===== src/rtl/pipe_reg.sv =====
// pipe_reg: DEPTH-stage, WIDTH-bit register pipeline with valid/ready
// handshakes on both sides, bubble collapsing, synchronous flush, a
// programmable reset value and a registered occupancy count.
module pipe_reg #(
   parameter int unsigned      WIDTH     = 4,
   parameter int unsigned      DEPTH     = 2,
   parameter logic [WIDTH-1:0] RESET_VAL = '0
) (
   input  logic                       clk,
   input  logic                       n_reset,
   input  logic                       in_valid,
   output logic                       in_ready,
   input  logic [WIDTH-1:0]           in_data,
   output logic                       out_valid,
   input  logic                       out_ready,
   output logic [WIDTH-1:0]           out_data,
   input  logic                       flush,
   output logic [$clog2(DEPTH+1)-1:0] count
);

   localparam int CW = $clog2(DEPTH + 1);

   // Stage state: valid bits, data registers and occupancy.
   logic [DEPTH-1:0] v_q, v_d;
   logic [WIDTH-1:0] d_q [DEPTH];
   logic [WIDTH-1:0] d_d [DEPTH];
   logic [CW-1:0]    count_q, count_d;

   // Advance chain: ld_ext[k] says stage k may load this edge; the extra
   // top entry stands for the downstream consumer.
   logic [DEPTH:0]   ld_ext;
   logic [DEPTH-1:0] mv;

   // What each stage would load from: stage 0 from the input port,
   // stage k from stage k-1.
   logic [DEPTH-1:0] up_v;
   logic [WIDTH-1:0] up_d [DEPTH];

   logic in_xfer;
   logic out_xfer;

   // Ready chain, evaluated from the output stage back to the input stage.
   always_comb begin
      // NOTE: every variable in a combinational block gets a default first,
      // so no path leaves it unassigned and no latch is inferred.
      mv             = '0;
      ld_ext         = '0;
      ld_ext[DEPTH]  = out_ready;
      for (int k = DEPTH - 1; k >= 0; k--) begin
         mv[k]     = v_q[k] & ld_ext[k+1];
         ld_ext[k] = !v_q[k] | mv[k];
      end
   end

   // Upstream view of every stage.
   always_comb begin
      up_v    = '0;
      up_d[0] = in_data;
      up_v[0] = in_valid;
      for (int k = 1; k < DEPTH; k++) begin
         up_v[k] = v_q[k-1];
         up_d[k] = d_q[k-1];
      end
   end

   // Port-side handshake signals; flush blocks transfers on both sides.
   always_comb begin
      in_ready  = ld_ext[0] & !flush;
      out_valid = v_q[DEPTH-1] & !flush;
      out_data  = d_q[DEPTH-1];
      count     = count_q;
      in_xfer   = in_valid & in_ready;
      out_xfer  = out_valid & out_ready;
   end

   // Next-state: flush clears valids and count; otherwise loading stages
   // take their upstream valid, and data only when that upstream is valid.
   always_comb begin
      v_d     = v_q;
      d_d     = d_q;
      count_d = count_q;
      if (flush) begin
         v_d     = '0;
         count_d = '0;
      end else begin
         for (int k = 0; k < DEPTH; k++) begin
            if (ld_ext[k]) begin
               v_d[k] = up_v[k];
               if (up_v[k]) begin
                  d_d[k] = up_d[k];
               end
            end
         end
         count_d = count_q + CW'(in_xfer) - CW'(out_xfer);
      end
   end

   // State registers with asynchronous active-low reset.
   always_ff @(posedge clk or negedge n_reset) begin
      if (!n_reset) begin
         v_q     <= '0;
         count_q <= '0;
         // NOTE: the data stages are reset too because the reset value is
         // architecturally visible on out_data; plain storage arrays
         // normally stay unreset.
         for (int k = 0; k < DEPTH; k++) begin
            d_q[k] <= RESET_VAL;
         end
      end else begin
         // NOTE: non-blocking assignments here, so every flop samples the
         // pre-edge values regardless of statement order.
         v_q     <= v_d;
         d_q     <= d_d;
         count_q <= count_d;
      end
   end

endmodule


===== config.mk =====
export PLATFORM = sky130hd
export DESIGN_NAME = pipe_reg
export DESIGN_NICKNAME = d
export VERILOG_FILES = /design/src/rtl/pipe_reg.sv
export SDC_FILE = /design/constraint.sdc
export NUM_CORES = 1
export LEC_CHECK = 0
export BUFFER_PORTS_ARGS = -buffer_cell sky130_fd_sc_hd__buf_2
export CELL_PAD_IN_SITES_DETAIL_PLACEMENT = 1
export CELL_PAD_IN_SITES_GLOBAL_PLACEMENT = 1
export CORE_UTILIZATION = 37
export DETAILED_ROUTE_END_ITERATION = 10
export PLACE_DENSITY = 0.74
export SYNTH_ARGS = -nofsm -noshare
export SYNTH_HDL_FRONTEND = slang
export SYNTH_SLANG_ARGS = --single-unit

===== constraint.sdc =====
create_clock -name clk -period 2.7 [get_ports clk]
set_clock_uncertainty 0.15 [all_clocks]
set_input_delay 0 -clock clk [delete_from_list [all_inputs] [get_ports clk]]
set_output_delay 0 -clock clk [all_outputs]
set_load 0.02 [all_outputs]

==> run_results.csv <==
group,metric,value,unit
status,run_status,"completed",
floorplan,fp.dieW,41.2,um
finish,fillers,147,
sta,period_share,0.844,
route,drtPass1Iterations,4,
sta,worst_pin_slew,560,ps
floorplan,floorplan.initialDensity,0.416,
clock_tree,cts.repair_timing.setup_buffer_count,0,
worst_setup_path,critical_path.max_fanout,5,
clock_tree,cts-root-to-sink-buffers,2,
sta,final_max_slew_viol_count,0,
logic_synthesis,synth-async-reset-ratio,1.00,
finish,area.sequential,300,um2
route,wire_per_inst,12.3,um
logic_synthesis,synth.net_count,54,
global_routing,grt_first_pass_wirelength,1.62,mm
pwr,peakVddDrop,0.341,mV
logic_synthesis,netlist_area,568,um2
worst_setup_path,setup.worst_path.end_class,"flop",
clock_tree,tritoncts,"done",
finish,num-nets-final,80,
sta,grt_setup_unrepaired,"no",
finish,final_core_utilization,0.558,
logic_synthesis,postSynthCellCount,43,
route,initialDrtViolationCount,6,
floorplan,boundaryPins,17,
global_routing,grt_remaining_overflow,0,
floorplan,row_count,13,
placement,post_dp_cell_area,626,um2
floorplan,core_region_area,1370,um2
route,wl,1.02,mm
route,vias_per_cell,4.69,
placement,place.detailed.instances,69,
clock_tree,cts.reportedPaths.clkPinSlew,80,ps
pwr,p_total,0.493,mW
clock_tree,hold_buffers,10,
logic_synthesis,netlist.area_leader.share,0.529,
worst_setup_path,worst_path_bufs_invs,1,
placement,gp_congestion,0.692,
clock_tree,ctsHtreeMaxLevel,1,
logic_synthesis,synth.top_cells.by_count,"12 x sky130_fd_sc_hd__dfrtp_1, 4 x sky130_fd_sc_hd__buf_4, 4 x sky130_fd_sc_hd__mux2_2, 4 x sky130_fd_sc_hd__mux2_4, 4 x sky130_fd_sc_hd__nor2_1",
logic_synthesis,synth_enable_flop_cells,0,
route,ant_nets,0,
sta,maxClockFrequency,0.439,GHz
worst_setup_path,cpPeakStageDelay,490,ps
logic_synthesis,postSynthRegisterBits,12,
finish,stdcell_count,83,
floorplan,die_h,41.2,um
finish,final_area,762,um2
clock_tree,cts_buffers,3,
pwr,static-leakage-power,0.402,nW
finish,antennaDiodeCount,0,
sta,slew-limit-headroom,0.626,
pwr,power_density,646,nW/um2
worst_setup_path,timing.critical_path.from_type,"flop",
placement,place.detailed.hpwl,659,um
logic_synthesis,synthTopCellsByArea,"sky130_fd_sc_hd__dfrtp_1 53%, sky130_fd_sc_hd__mux2_4 11%, sky130_fd_sc_hd__mux2_2 7.9%",
global_routing,antenna_found_initial,0,
sta,final.setup.tns,0,ps
logic_synthesis,yosysWarnings,0,
finish,ratio_of_cells_with_drive_above_1_in_the_final_layout,0.426,
worst_setup_path,critical_path_arrival,2290,ps
route,detailroute.via_count,389,
sta,timing.final.hold_violations,0,
clock_tree,cts_repair_resize_count,0,
clock_tree,clk_latency,270,ps
worst_setup_path,slowest_stage,"sky130_fd_sc_hd__or3b_1",
finish,multiInputGateArea,219,um2
sta,period_minus_slack,2280,ps
worst_setup_path,cp_common_cell,"sky130_fd_sc_hd__ha_1",
placement,buffer_ports.inserted,16,
worst_setup_path,crit_required,2710,ps
floorplan,die_area,1700,um2
worst_setup_path,criticalPathCategory,"flop to flop",
logic_synthesis,synth_flop_cell,"sky130_fd_sc_hd__dfrtp_1",
global_routing,grt_use_total,0.160,
worst_setup_path,critical_path.top_delay_family,"simple AND/OR/NAND/NOR gates",
logic_synthesis,avgSynthCellArea,13.2,um2
finish,layout-area-overhead-vs-synth,34.1,%
clock_tree,cts-root-buf,"sky130_fd_sc_hd__clkbuf_4",
clock_tree,clock-sinks,12,
job,max_cap_viol_count,0,
route,route.detailed.drc,0,
logic_synthesis,netlist-cell-type-count,17,
logic_synthesis,yosysMostFrequentCell,"sky130_fd_sc_hd__dfrtp_1",
logic_synthesis,synth.yosys.seq_area_share,0.529,
sta,setup-violations-final,0,
worst_setup_path,critical_path.cell_chain,"and3b_1 > or3b_1 > ha_1 > inv_1 > ha_1 > xor2_1 > xnor2_1 > nor2_1",
global_routing,first_global_vias,387,
min_path,min_delay_path_class,"primary input to flop",
global_routing,maximum_number_of_pins_on_one_net_before_global_route_repair,13,
logic_synthesis,biggest_area_consumer_among_synthesized_cells,"sky130_fd_sc_hd__dfrtp_1",
worst register-to-register path, delay by kind of cell (launching register included):
kind / cells / cell delay, ps
buf+inv: 1 / 40
fa+ha+maj: 2 / 510
xor+xnor: 2 / 330
simple gates: 3 / 770
flops: 1 / 390
layout make-up:
| cell class | count | share of cell area |
|---|---|---|
| timing repair buffer | 26 | 0.236 |
| clock buffer | 4 | 0.0476 |
| inverter | 2 | 0.00985 |
| sequential | 12 | 0.394 |
| tap | 15 | 0.0246 |
| multi-input combinational | 24 | 0.287 |
cells in the final DEF, fill, tap and decap left out, drive strengths merged:
cell         count
nand2b           1
or3b             1
and2             1
buf             16
xnor2            1
inv              2
dfrtp           12
mux2             8
nand3b           1
a21oi            1
and3b            1
clkbuf           4
nor2b            2
dlygate4sd3     10
nor2             4
ha               2
xor2             1
state kept, by name, indices dropped and copies added, names as in the netlist:
signal    flops
out_data      4
count         2
d_q           4
v_q           2
metal layers:
metal  share of wire  track usage  wire [um]
met5               0            0          0
met4               0       0.0242          0
met3           0.079        0.103         80
met2            0.51        0.301        520
met1            0.41        0.144        419
power breakdown:
part	switching, mW	internal (mW)	leakage (nW)	total (mW)
sequential	0.0150	0.212	0.148	0.227
combinational	0.0591	0.0629	0.233	0.122
clock	0.0620	0.0820	0.0210	0.144
metrics by stage:
stage	hold slack [ps]	setup slack (ps)
floorplan	-446	594
global placement	-259	488
detailed placement	-258	427
CTS	334	412
global route	352	265
finish	343	420
path summary, 6_finish.rpt:
path                        startpoint  slack, ps     endpoint  cells after the start
setup reg to reg                v_q[0]        420     count[1]                      8
setup / recovery                v_q[0]        420     count[1]                      8
hold reg to reg            out_data[1]        350  out_data[1]                      1
hold / removal              in_data[1]        340       d_q[5]                      3
max in group asynchronous      n_reset       1410     count[0]                      3
min in group asynchronous      n_reset        620  out_data[3]                      3
logic make-up (layout without fill, tap and decap cells):
kind of cell	after synthesis	in the layout	share of synthesized area
AND/OR/NAND/NOR	11	11	0.117
flip-flops	12	12	0.529
XOR/XNOR	2	2	0.0308
AO/OA/AOI/OAI	1	1	0.00880
adder cells (fa/ha/maj)	2	2	0.0440
buffers and inverters	7	32	0.0859
multiplexers	8	8	0.185
Power figures use the tool's default switching activity.
